### src/rtl/alu_pkg.sv
// Shared decode types for the ALU issue path: operation codes, operand selects,
// immediate formats and the decoded-instruction record.
package alu_pkg;

  typedef enum logic [3:0] {
    ALU_ADD  = 4'd0,
    ALU_SUB  = 4'd1,
    ALU_SLL  = 4'd2,
    ALU_SLT  = 4'd3,
    ALU_SLTU = 4'd4,
    ALU_XOR  = 4'd5,
    ALU_SRL  = 4'd6,
    ALU_SRA  = 4'd7,
    ALU_OR   = 4'd8,
    ALU_AND  = 4'd9,
    ALU_BEQ  = 4'd10,
    ALU_BNE  = 4'd11,
    ALU_BLT  = 4'd12,
    ALU_BGE  = 4'd13,
    ALU_BLTU = 4'd14,
    ALU_BGEU = 4'd15
  } alu_op_e;

  localparam logic [6:0] OPC_OP     = 7'b0110011;
  localparam logic [6:0] OPC_OP_IMM = 7'b0010011;
  localparam logic [6:0] OPC_BRANCH = 7'b1100011;
  localparam logic [6:0] OPC_LOAD   = 7'b0000011;
  localparam logic [6:0] OPC_STORE  = 7'b0100011;
  localparam logic [6:0] OPC_LUI    = 7'b0110111;
  localparam logic [6:0] OPC_AUIPC  = 7'b0010111;
  localparam logic [6:0] OPC_JAL    = 7'b1101111;
  localparam logic [6:0] OPC_JALR   = 7'b1100111;

  localparam logic [6:0] F7_BASE = 7'b0000000;
  localparam logic [6:0] F7_ALT  = 7'b0100000;

  typedef enum logic [1:0] {
    SRC1_RS1  = 2'd0,
    SRC1_PC   = 2'd1,
    SRC1_ZERO = 2'd2
  } src1_sel_e;

  typedef enum logic {
    SRC2_RS2 = 1'b0,
    SRC2_IMM = 1'b1
  } src2_sel_e;

  // IMM_SH carries the 5-bit shift amount zero-extended, not the full I-field.
  typedef enum logic [2:0] {
    IMM_NONE = 3'd0,
    IMM_I    = 3'd1,
    IMM_SH   = 3'd2,
    IMM_S    = 3'd3,
    IMM_B    = 3'd4,
    IMM_U    = 3'd5,
    IMM_J    = 3'd6
  } imm_fmt_e;

  typedef struct packed {
    alu_op_e     alu_ctrl;
    src1_sel_e   src1_sel;
    src2_sel_e   src2_sel;
    logic [4:0]  rs1;
    logic [4:0]  rs2;
    logic [4:0]  rd;
    logic [31:0] imm;
    logic        is_branch;
    logic        is_jump;
    logic        mem_rd;
    logic        mem_wr;
    logic        reg_write;
    logic        illegal;
  } dec_t;

  function automatic alu_op_e base_alu_op(input logic [2:0] funct3);
    alu_op_e op;
    case (funct3)
      3'b000:  op = ALU_ADD;
      3'b001:  op = ALU_SLL;
      3'b010:  op = ALU_SLT;
      3'b011:  op = ALU_SLTU;
      3'b100:  op = ALU_XOR;
      3'b101:  op = ALU_SRL;
      3'b110:  op = ALU_OR;
      default: op = ALU_AND;
    endcase
    return op;
  endfunction

  function automatic logic [31:0] gen_imm(input logic [31:0] instr, input imm_fmt_e fmt);
    logic [31:0] imm;
    case (fmt)
      IMM_I:   imm = {{20{instr[31]}}, instr[31:20]};
      IMM_SH:  imm = {27'd0, instr[24:20]};
      IMM_S:   imm = {{20{instr[31]}}, instr[31:25], instr[11:7]};
      IMM_B:   imm = {{19{instr[31]}}, instr[31], instr[7], instr[30:25], instr[11:8], 1'b0};
      IMM_U:   imm = {instr[31:12], 12'd0};
      IMM_J:   imm = {{11{instr[31]}}, instr[31], instr[19:12], instr[20], instr[30:21], 1'b0};
      default: imm = 32'd0;
    endcase
    return imm;
  endfunction

endpackage

### src/rtl/alu_ctrl_dec.sv
// Combinational RV32I decoder producing ALU control, operand selects, register
// indices and immediate. Undecodable words yield an all-zero record with illegal set.
module alu_ctrl_dec
  import alu_pkg::*;
(
  input  logic [31:0] instr,
  output dec_t        dec
);

  logic [6:0] opcode;
  logic [2:0] funct3;
  logic [6:0] funct7;

  alu_op_e   alu_op;
  src1_sel_e src1_sel;
  src2_sel_e src2_sel;
  imm_fmt_e  imm_fmt;
  logic      use_rs1;
  logic      use_rs2;
  logic      use_rd;
  logic      is_branch;
  logic      is_jump;
  logic      mem_rd;
  logic      mem_wr;
  logic      reg_write;
  logic      illegal;

  assign opcode = instr[6:0];
  assign funct3 = instr[14:12];
  assign funct7 = instr[31:25];

  always_comb begin
    alu_op    = ALU_ADD;
    src1_sel  = SRC1_RS1;
    src2_sel  = SRC2_IMM;
    imm_fmt   = IMM_NONE;
    use_rs1   = 1'b0;
    use_rs2   = 1'b0;
    use_rd    = 1'b0;
    is_branch = 1'b0;
    is_jump   = 1'b0;
    mem_rd    = 1'b0;
    mem_wr    = 1'b0;
    reg_write = 1'b0;
    illegal   = 1'b0;

    case (opcode)
      OPC_OP: begin
        use_rs1   = 1'b1;
        use_rs2   = 1'b1;
        use_rd    = 1'b1;
        reg_write = 1'b1;
        src2_sel  = SRC2_RS2;
        alu_op    = base_alu_op(funct3);
        // The alternate funct7 only exists for SUB and SRA.
        if (funct7 == F7_ALT) begin
          if (funct3 == 3'b000) begin
            alu_op = ALU_SUB;
          end else if (funct3 == 3'b101) begin
            alu_op = ALU_SRA;
          end else begin
            illegal = 1'b1;
          end
        end else if (funct7 != F7_BASE) begin
          illegal = 1'b1;
        end
      end

      OPC_OP_IMM: begin
        use_rs1   = 1'b1;
        use_rd    = 1'b1;
        reg_write = 1'b1;
        imm_fmt   = IMM_I;
        alu_op    = base_alu_op(funct3);
        if (funct3 == 3'b001) begin
          imm_fmt = IMM_SH;
          if (funct7 != F7_BASE) begin
            illegal = 1'b1;
          end
        end else if (funct3 == 3'b101) begin
          imm_fmt = IMM_SH;
          if (funct7 == F7_ALT) begin
            alu_op = ALU_SRA;
          end else if (funct7 != F7_BASE) begin
            illegal = 1'b1;
          end
        end
      end

      OPC_BRANCH: begin
        use_rs1   = 1'b1;
        use_rs2   = 1'b1;
        src2_sel  = SRC2_RS2;
        imm_fmt   = IMM_B;
        is_branch = 1'b1;
        case (funct3)
          3'b000:  alu_op = ALU_BEQ;
          3'b001:  alu_op = ALU_BNE;
          3'b100:  alu_op = ALU_BLT;
          3'b101:  alu_op = ALU_BGE;
          3'b110:  alu_op = ALU_BLTU;
          3'b111:  alu_op = ALU_BGEU;
          default: illegal = 1'b1;
        endcase
      end

      OPC_LOAD: begin
        use_rs1   = 1'b1;
        use_rd    = 1'b1;
        reg_write = 1'b1;
        mem_rd    = 1'b1;
        imm_fmt   = IMM_I;
      end

      OPC_STORE: begin
        use_rs1 = 1'b1;
        use_rs2 = 1'b1;
        mem_wr  = 1'b1;
        imm_fmt = IMM_S;
      end

      OPC_LUI: begin
        src1_sel  = SRC1_ZERO;
        use_rd    = 1'b1;
        reg_write = 1'b1;
        imm_fmt   = IMM_U;
      end

      OPC_AUIPC: begin
        src1_sel  = SRC1_PC;
        use_rd    = 1'b1;
        reg_write = 1'b1;
        imm_fmt   = IMM_U;
      end

      OPC_JAL: begin
        src1_sel  = SRC1_PC;
        use_rd    = 1'b1;
        reg_write = 1'b1;
        is_jump   = 1'b1;
        imm_fmt   = IMM_J;
      end

      OPC_JALR: begin
        use_rs1   = 1'b1;
        use_rd    = 1'b1;
        reg_write = 1'b1;
        is_jump   = 1'b1;
        imm_fmt   = IMM_I;
      end

      default: illegal = 1'b1;
    endcase
  end

  always_comb begin
    dec         = '0;
    dec.illegal = illegal;
    if (!illegal) begin
      dec.alu_ctrl  = alu_op;
      dec.src1_sel  = src1_sel;
      dec.src2_sel  = src2_sel;
      dec.rs1       = use_rs1 ? instr[19:15] : 5'd0;
      dec.rs2       = use_rs2 ? instr[24:20] : 5'd0;
      dec.rd        = use_rd  ? instr[11:7]  : 5'd0;
      dec.imm       = gen_imm(instr, imm_fmt);
      dec.is_branch = is_branch;
      dec.is_jump   = is_jump;
      dec.mem_rd    = mem_rd;
      dec.mem_wr    = mem_wr;
      dec.reg_write = reg_write;
    end
  end

endmodule

### src/rtl/alu_issue_stage.sv
// Decode-to-execute issue stage: decodes one instruction per handshake into a
// single ID/EX register drained by the execute stage over valid/ready.
module alu_issue_stage
  import alu_pkg::*;
#(
  parameter int XLEN = 32
) (
  input  logic            clk,
  input  logic            rst,
  input  logic            in_valid,
  output logic            in_ready,
  input  logic [31:0]     in_instr,
  input  logic [XLEN-1:0] in_pc,
  input  logic            flush,
  output logic            out_valid,
  input  logic            out_ready,
  output logic [3:0]      out_alu_ctrl,
  output logic [1:0]      out_src1_sel,
  output logic            out_src2_sel,
  output logic [4:0]      out_rs1,
  output logic [4:0]      out_rs2,
  output logic [4:0]      out_rd,
  output logic [XLEN-1:0] out_imm,
  output logic [XLEN-1:0] out_pc,
  output logic            out_is_branch,
  output logic            out_is_jump,
  output logic            out_mem_rd,
  output logic            out_mem_wr,
  output logic            out_reg_write,
  output logic            out_illegal
);

  dec_t            dec_w;
  dec_t            dec_q;
  dec_t            dec_d;
  logic [XLEN-1:0] pc_q;
  logic [XLEN-1:0] pc_d;
  logic            valid_q;
  logic            valid_d;
  logic            accept;

  alu_ctrl_dec u_dec (
    .instr (in_instr),
    .dec   (dec_w)
  );

  assign in_ready = !valid_q || out_ready;
  assign accept   = in_valid && in_ready;

  // Flush wins over everything: a beat accepted in the same cycle is dropped.
  always_comb begin
    valid_d = valid_q;
    dec_d   = dec_q;
    pc_d    = pc_q;
    if (flush) begin
      valid_d = 1'b0;
    end else if (accept) begin
      valid_d = 1'b1;
      dec_d   = dec_w;
      pc_d    = in_pc;
    end else if (out_ready) begin
      valid_d = 1'b0;
    end
  end

  always_ff @(posedge clk) begin
    if (rst) begin
      valid_q <= 1'b0;
      dec_q   <= '0;
      pc_q    <= '0;
    end else begin
      valid_q <= valid_d;
      dec_q   <= dec_d;
      pc_q    <= pc_d;
    end
  end

  assign out_valid     = valid_q;
  assign out_alu_ctrl  = dec_q.alu_ctrl;
  assign out_src1_sel  = dec_q.src1_sel;
  assign out_src2_sel  = dec_q.src2_sel;
  assign out_rs1       = dec_q.rs1;
  assign out_rs2       = dec_q.rs2;
  assign out_rd        = dec_q.rd;
  assign out_imm       = dec_q.imm;
  assign out_pc        = pc_q;
  assign out_is_branch = dec_q.is_branch;
  assign out_is_jump   = dec_q.is_jump;
  assign out_mem_rd    = dec_q.mem_rd;
  assign out_mem_wr    = dec_q.mem_wr;
  assign out_reg_write = dec_q.reg_write;
  assign out_illegal   = dec_q.illegal;

endmodule
### config.mk
export PLATFORM = sky130hd
export DESIGN_NAME = alu_issue_stage
export DESIGN_NICKNAME = d
export VERILOG_FILES = /design/src/rtl/alu_pkg.sv /design/src/rtl/alu_ctrl_dec.sv /design/src/rtl/alu_issue_stage.sv
export SDC_FILE = /design/constraint.sdc
export NUM_CORES = 1
export LEC_CHECK = 0
export ABC_AREA = 1
export BUFFER_PORTS_ARGS = -buffer_cell sky130_fd_sc_hd__buf_2
export CAP_MARGIN = 30
export CORE_AREA = 4 4 110 112
export DETAILED_ROUTE_END_ITERATION = 10
export DIE_AREA = 0 0 114 116
export PLACE_DENSITY = 0.77
export SYNTH_ARGS = -nofsm -noshare
export SYNTH_HDL_FRONTEND = slang
export SYNTH_HIERARCHICAL = 1
export SYNTH_SLANG_ARGS = --single-unit
export TNS_END_PERCENT = 50
### constraint.sdc
create_clock -name clk -period 4.5 [get_ports clk]
set_input_delay 0.9 -clock clk [delete_from_list [all_inputs] [get_ports clk]]
set_output_delay 0.9 -clock clk [all_outputs]
set_load 0.01 [all_outputs]
== After elaboration in Yosys (flattened, before gate mapping) ==
Cells that the tools add are included.
Storage, ports and cells
  output and inout port bits: 94
  input bits: 69
  word-level logic and storage cells: 94
  register bits: 93
Cells by class
  equality and inequality tests: 23
  multiplexer cells: 37
  reduce and logical (&&, ||, !) cells: 18
  bitwise logic cells: 1
Operator list (count)
  one-hot mux 32 bit (6 select lines): 1
  two-way mux 59 bit: 1
  equality test 7 x 6 -> 1 bit (second input constant): 4
  one-hot mux 4 bit (7 select lines): 1
  two-way mux 4 bit: 6
  one-hot mux 4 bit (6 select lines): 1
  equality test 3 bit (second input constant): 7
  equality test 7 bit (second input constant): 3
  two-way mux 1 bit: 18
  one-hot mux 3 bit (6 select lines): 1
  OR reduction 6 bit: 3
  two-way mux 5 bit: 3
  equality test 7 x 5 -> 1 bit (second input constant): 2
  equality test 3 x 2 -> 1 bit (second input constant): 4
  one-hot mux 4 bit (3 select lines): 1
  OR reduction 2 bit: 6
  equality test 7 x 2 -> 1 bit (second input constant): 1
  nonzero test 7 bit: 1
  OR reduction 7 bit: 1
  equality test 3 x 1 -> 1 bit (second input constant): 2
  one-hot mux 1 bit (4 select lines): 1
  one-hot mux 2 bit (2 select lines): 1
  zero test 3 bit: 1
  two-way mux 3 bit: 1
  other kinds (8): 8

== Longest topological paths before layout ==
Gate-level depths: netlist of the first run.
  depth in word-level cells: 7
  gate-level depth with buffers: 16
  depth with buffers taken out: 16

== By module ==
The synthesis of the first run kept the hierarchy.
Modules (own cells, without submodules)
  alu_issue_stage: cells each 610, instances 1, area an instance 4106.4 um2, seq. area each 1861.8 um2
  alu_ctrl_dec: cells each 267, instances 1, area an instance 1345.0 um2, seq. area each 0.0 um2

== Least setup slack after synthesis of the first run ==
OpenSTA, ideal clock, no wires.
  path type: input -> register
  start: in in_instr[1]
  end: reg dec_q (netlist bit out_rd[4])
  data required time: 4.385 ns
  setup slack: 2.193 ns
  stages on the path: 14
  setup time: 0.115 ns
  data arrival time: 2.192 ns
  buffers on the path: 1
  cell sequence: nand2_1 > nor2_2 > nand2_2 > nor2_4 > inv_2 > nand2_1 > nand2_1 > nand3_4 > buf_4 > nor3_2 > inv_1 > nand3_1 > nand2_1 > nor2_1
RTL lines
  start: declaration: line alu_issue_stage.sv:12  | input logic [31:0] in_instr,
  end signal: assignment: line alu_issue_stage.sv:69  | dec_q <= '0;
  end signal: assignment: line alu_issue_stage.sv:73  | dec_q <= dec_d;
  end: declaration: line alu_issue_stage.sv:34  | dec_t dec_q;

== Final worst setup path of the first run ==
  start: in out_ready
  end: out in_ready
On the way
  cells in the longest elaborated chain, start to end: 1
Ends and longest elaborated chain
  start: declaration: line alu_issue_stage.sv:16  | input logic out_ready,
  logical OR 1 bit: line alu_issue_stage.sv:47  | assign in_ready = !valid_q || out_ready;
  end: declaration: line alu_issue_stage.sv:11  | output logic in_ready,
No other way between the ends.

==> results of run 1 <==
## registers in the layout, summed over array words and instances, names as in the netlist
signal / cells
out_mem_rd: 1
out_alu_ctrl: 4
out_is_branch: 1
out_rd: 5
out_rs2: 5
out_src1_sel: 2
out_pc: 32
out_src2_sel: 1
out_rs1: 5
out_imm: 32
out_reg_write: 1
out_is_jump: 1
out_illegal: 1
out_mem_wr: 1
out_valid: 1
## worst max-delay path: cells and delay by family
kind / cells / cell delay (ps)
AND/OR/NAND/NOR: 1 / 400
buffers and inverters: 3 / 550
## path summary, 6_finish.rpt
kind | slack (ps) | end
hold / removal | 470 | out_src2_sel
setup / recovery | 1710 | in_ready
hold reg to reg | 470 | out_src2_sel
setup reg to reg | 2530 | out_is_branch
## cell usage after synthesis
cell type,n
nor2_2,3
a31oi_1,1
inv_4,1
inv_1,127
inv_2,8
nand4_1,4
dfxtp_1,93
nor4_2,1
buf_2,32
nor3_2,4
nand2_1,149
buf_4,11
a22oi_1,2
nand4_4,1
clkbuf_1,8
o211ai_1,3
ha_1,3
nor2_1,143
nand2_2,6
buf_6,2
nand3_4,1
o21ai_0,4
nand3_2,3
nand3_1,103
nor3_1,25
nor2_8,1
buf_1,6
nor2_4,5
a21oi_1,126
nand2_4,1
## logic make-up after synthesis
group | Yosys count | share of synthesized area [%]
compound gates | 136 | 12.74
fa+ha+maj | 3 | 0.6886
buf+inv | 195 | 15.24
flops | 93 | 34.15
simple gates | 450 | 37.18
## through the flow
| stage | instances | area [sq um] | hold slack, ps | power [mW] |
|---|---|---|---|---|
| global route | 1144 | 6536 | 495.6 | 2.188 |
| floorplan | 877 | 5451 | 519.5 | 1.135 |
| CTS | 1144 | 6536 | 478.7 | 2.101 |
| finish | 1144 | 6536 | 474.6 | 2.084 |
| detailed placement | 1129 | 6202 | 462.4 | 1.257 |
| global placement | 1128 | 6175 | 454.3 | 1.252 |
## power groups by stage
| stage | logic, mW | clock network, mW | registers, mW |
|---|---|---|---|
| after floorplan | 0.192 | 0 | 0.943 |
| after global placement | 0.335 | 0 | 0.917 |
| after detailed placement | 0.339 | 0 | 0.918 |
| after CTS | 0.340 | 0.861 | 0.900 |
| after global routing | 0.384 | 0.899 | 0.905 |
| final | 0.339 | 0.845 | 0.900 |
## cells in the final DEF (no fill, tap or decap), drive strengths merged
cell type and instances:
a21oi 126, a22oi 2, a31oi 1, buf 168
bufinv 2, clkbuf 12, clkinvlp 1, dfxtp 93
ha 3, inv 136, nand2 156, nand3 107
nand4 5, nor2 152, nor3 29, nor4 1
o211ai 3, o21ai 4
## cell type report
type                            count  area, sq um  area share [%]
Multi-Input combinational cell    589         2773           42.42
Sequential cell                    93         1862           28.48
Timing Repair Buffer              168        875.8           13.40
Inverter                          136        513.0           7.848
Clock buffer                       12        266.5           4.077
Tap cell                          143        178.9           2.737
Clock inverter                      3        67.56           1.034
## routing by layer
layer	up-vias	GRT usage (%)
met3	24	4.961
met1	2456	30.49
met2	183	33.29
li1	2996	-
met5	-	0
met4	0	5.859
==> results.md, run 1 <==
* Worst-skew pair later-pin latency at 340 ps
* HPWL Detailed at 10.19 mm
* Ranking of synthesized cells by area: dfxtp_1 34%, a21oi_1 12%, nand2_1 10%
* Synth-to-Final Area Change at 19.90%
* CTS tree: yes
* Ant diodes at 0
* Outcome: finished, final reports clean
* Max-Cap Viols at 0
* Hold depth at 2
* Clk sinks at 93
* 1st-pass router iterations at 6
* Top-area cell type share of the netlist area at 34.15%
* Worst Tran Pin Value at 714.7 ps
* Fin util at 58.24%
* Worst path slowest cell: nand2_8
* Met2 wire len at 6.347 mm
* Total CTS buffers at 9
* Setup TNS at 0 ps
* RSZ-0062 raised after global routing: no
* Distinct cells, synth at 30
* Highest routed layer: met4
* GRT Total Usage at between 20% and 30%
* Top cell type by total area after synthesis: dfxtp_1
* Post-synthesis cell area at 5451 sq um
* Initial antenna violation count at 0
* Initial core utilization at roughly 49%
* Sw Share at about a quarter
* Worst-path cell chain: buf_2 > inv_1 > nand2_8 > buf_2
* Synth Warn # at 6
* Routed via count at ~5,700
* Pleak at 3.313 nW
* Fmax at ~360 MHz
* Hold_buf cts at 0
* Worst Path Arrival at 1890 ps
* Final setup fails at 0
* Full die area at about 13,000 sq um
* Worst-path maximum fanout at 126
* Seq pwr share at between 40% and 50%
* Clk buf depth at 2
* Final wirelength at ~15 mm
* R2R cell count at 5
* Filler cells at 1,141
* Clock power share at 40.6%
* Layout cell share with drive strength beyond 1 at 21.88%
* DR iter-0 viols at 505
* First-pass GRT wire length at approximately 24 mm
* Root buf cell: clkbuf_16
* DRC Markers at 0
* Setup WS pre-CTS at 1534 ps
* Final worst slack at 1714 ps
* Max-slew violation count at 0
* Worst path most repeated cell: buf_2
* PD cells at 318.8 nW/um^2
* Htree depth at 3
* Total length of routed met3 wires at 1.002 mm
* Vias in the first global route at 4,899
* IO buf count at 162
* Clock Pin Slew Worst Setup and Hold Paths at 60 ps
* Crit end category: output pin
* Critical path startpoint: out_ready
* Critical Path Start Type: primary input
* Routed wire length per instance at 12.73 microns
* Post-synthesis sequential area ratio at 34.15%
* CP max stage delay at approximately 400 ps
* Die Y at 116 microns
* Hold wc startpoint: out_src2_sel
* Post-route clock period utilization at 61.92%
* Count of mapped cells out of synthesis at 877
* Final Hold Viols at 0
* Antenna Nets Post-Route at 0
* P_int at 1.533 mW
* Fin crit period at approximately 2800 ps
* Hold Path Class: register to register
* Core Rows at 39
* #FFs+latches synth at 93
* Maximum vdd ir drop at 0.2236 mV
* Critical path type: primary input to output pin
* Largest net degree at the start of global routing at 127
* DR vias/cell at 4.947
* Setup bufs post-CTS at 0
* Max-Slew Margin vs Limit at 52.36%
* CTS resizes at 0
* Clock skew at 4.220 ps
* Final GP Congestion at around 0.9
* Overflow after GRT at 0
* Comb pwr share at about 16%
* Die Width at 114 microns
* Final #Nets at 1,069
* Net load switching power at 551.0 uW
* Reg-to-reg startpoint: out_valid
* Core ar. at approximately 11,000 sq um
* Mean Syn Cell Area at just over 6 sq um
* Wl on met1 at 6.985 mm
* Ports at 163
* Syn Nets at 949
* Worst Path Required at 3600 ps
Note: power is estimated with default switching activity, not from simulation.
==> inputs of run 2 (changes only) <==
==> constraint.sdc (replaced) <==
create_clock -name clk -period 2.73 [get_ports clk]
set_input_delay 0.546 -clock clk [delete_from_list [all_inputs] [get_ports clk]]
set_output_delay 0.546 -clock clk [all_outputs]
set_load 0.01 [all_outputs]
==> run 2 against run 1 <==
  * Total power is 59% higher
  * Cell area is 0.23% higher
  * Worst hold slack worse by 81 ps
  * Cell count is 0.44% higher
  * Die area stayed put
  * First-iteration DRC count is 14% lower
  * Register-to-register slack worse by 1400 ps
  * Setup slack worse by 1200 ps
  * Critical path type is now primary input to register
  * Critical endpoint is now out_imm[19]
==> results.md, run 2 (same netlist as run 1, synthesis figures left out) <==
* Critical path type: primary input to register
* Worst reg2reg endpoint: out_pc[15]
* Max-slew violation count at 0
* Clk sinks at 93
* Clk buf depth at 2
* Total length of routed met3 wires at 1.330 mm
* Ant diodes at 0
* 1st-pass router iterations at 5
* Pleak at 3.320 nW
* Commonest cells after routing, fill and taps aside: 162 x buf_2, 149 x nand2_1, 143 x nor2_1
* Initial antenna violation count at 0
* Final GP Congestion at 0.9238
* Clock skew at slightly below 7 ps
* Htree depth at 3
* CTS tree: yes
* Commonest non-fill, non-tap cell in the layout: buf_2
* R2R cell count at 5
* Full die area at 13,220 sq um
* GRT Total Usage at about a fifth
* Clock Pin Slew Worst Setup and Hold Paths at about 70 ps
* Outcome: finished, final reports clean
* CP max stage delay at 300 ps
* DRC Markers at 0
* IO buf count at 162
* Core ar. at 11,220 sq um
* Crit end category: register
* Setup TNS at 0 ps
* Max-Cap Viols at 0
* Max-Slew Margin vs Limit at 60.83%
* Hold_buf cts at 0
* DR vias/cell at ~5
* Worst-skew pair later-pin latency at 340 ps
* Highest routed layer: met4
* Wl on met1 at 6.524 mm
* Worst-path maximum fanout at 26
* Initial core utilization at 48.57%
* Largest net degree at the start of global routing at 149
* Hold wc startpoint: rst
* Antenna Nets Post-Route at 0
* DR iter-0 viols at ~430
* Layout cell share with drive strength beyond 1 at 22.17%
* Die Width at 114 microns
* Worst Path Arrival at roughly 2500 ps
* WHS Endpoint: out_valid
* Core Rows at 39
* Total CTS buffers at 9
* Worst Tran Pin Value at 587.6 ps
* Routed wire length per instance at 12.68 microns
* CTS resizes at 0
* Reg2reg setup slack at about 1200 ps
* Vias in the first global route at 4,796
* Synth-to-Final Area Change at 20.17%
* Worst Path Required at 2970 ps
* Final wirelength at about 15 mm
* Met2 wire len at around 6.5 mm
* Hold depth at 2
* Fmax at 448.0 MHz
* Final Hold Viols at 0
* Overflow after GRT at 0
* Worst path slowest cell: buf_4
* Hold Path Class: primary input to register
* Routed via count at 5,715
* Worst path most repeated cell: nand2_1
* Maximum vdd ir drop at 0.3371 mV
* RSZ-0062 raised after global routing: no
* Worst-path cell chain: buf_2 > inv_1 > nand2_1 > nor2_2 > nand2_2 > nor2_4 > inv_2 > nand2_1 > nand2_1 > nand3_4 > buf_4 > a21oi_1 > inv_1 > nand3_1 > nand2_1 > nor2_1
* Fin crit period at 2232 ps
* HPWL Detailed at 10.25 mm
* Final setup fails at 0
* Hold slack at 393.7 ps
* Root buf cell: clkbuf_16
* PD cells at 505.4 nW/um^2
* First-pass GRT wire length at 23.13 mm
* Ports at 163
* Die Y at 116 microns
* Reg-to-reg startpoint: out_valid
* Final #Nets at 1,073
* Setup bufs post-CTS at 0
* Critical Path Start Type: primary input
* Post-route clock period utilization at approximately four fifths
==> run 2: worst max-delay path: cells and delay by family <==
kind,cells,cell delay (ps)
AO/OA/AOI/OAI,1,90
buffers and inverters,5,600
AND/OR/NAND/NOR,10,1230
==> run 2: area by class of cell <==
cell class                      count  area (sq um)
Clock buffer                       11         242.7
Fill cell                        1153          4672
Tap cell                          143         178.9
Inverter                          136         513.0
Multi-Input combinational cell    589          2773
Clock inverter                      5         58.81
Timing Repair Buffer              172         923.4
Sequential cell                    93          1862
==> run 2: layer usage <==
metal / GRT usage, % / vias up
met2: 33.61 / 233
met3: 4.909 / 17
met1: 29.20 / 2459
li1: - / 3006
met4: 6.097 / 0
met5: 0 / -
==> run 2: per-stage QoR <==
step	setup slack, ps	total power, mW	std cells	utilization [%]	instance area (sq um)
floorplan	776.9	1.872	877	-	5451
global placement	205.5	2.070	1133	55.69	6250
detailed placement	207.9	2.076	1133	55.69	6250
CTS	525.8	3.342	1149	58.37	6551
global route	305.3	3.483	1149	58.37	6551
finish	498.1	3.311	1149	58.37	6551
==> run 2: worst max-delay path by stage <==
stage,startpoint,end,cells past startpoint
after floorplan,in_instr[1],out_rd[4],14
after global placement,in_instr[13],out_imm[6],13
after detailed placement,in_instr[2],out_imm[19],16
after CTS,in_instr[2],out_imm[19],16
after global routing,in_instr[13],out_imm[6],13
final,in_instr[2],out_imm[19],16
==> run 2: where the power goes <==
group	total, mW	switching, mW	leakage, nW	internal (mW)
logic	0.560	0.346	2.41	0.214
registers	1.48	0.0418	0.765	1.44
clock network	1.27	0.530	0.142	0.737
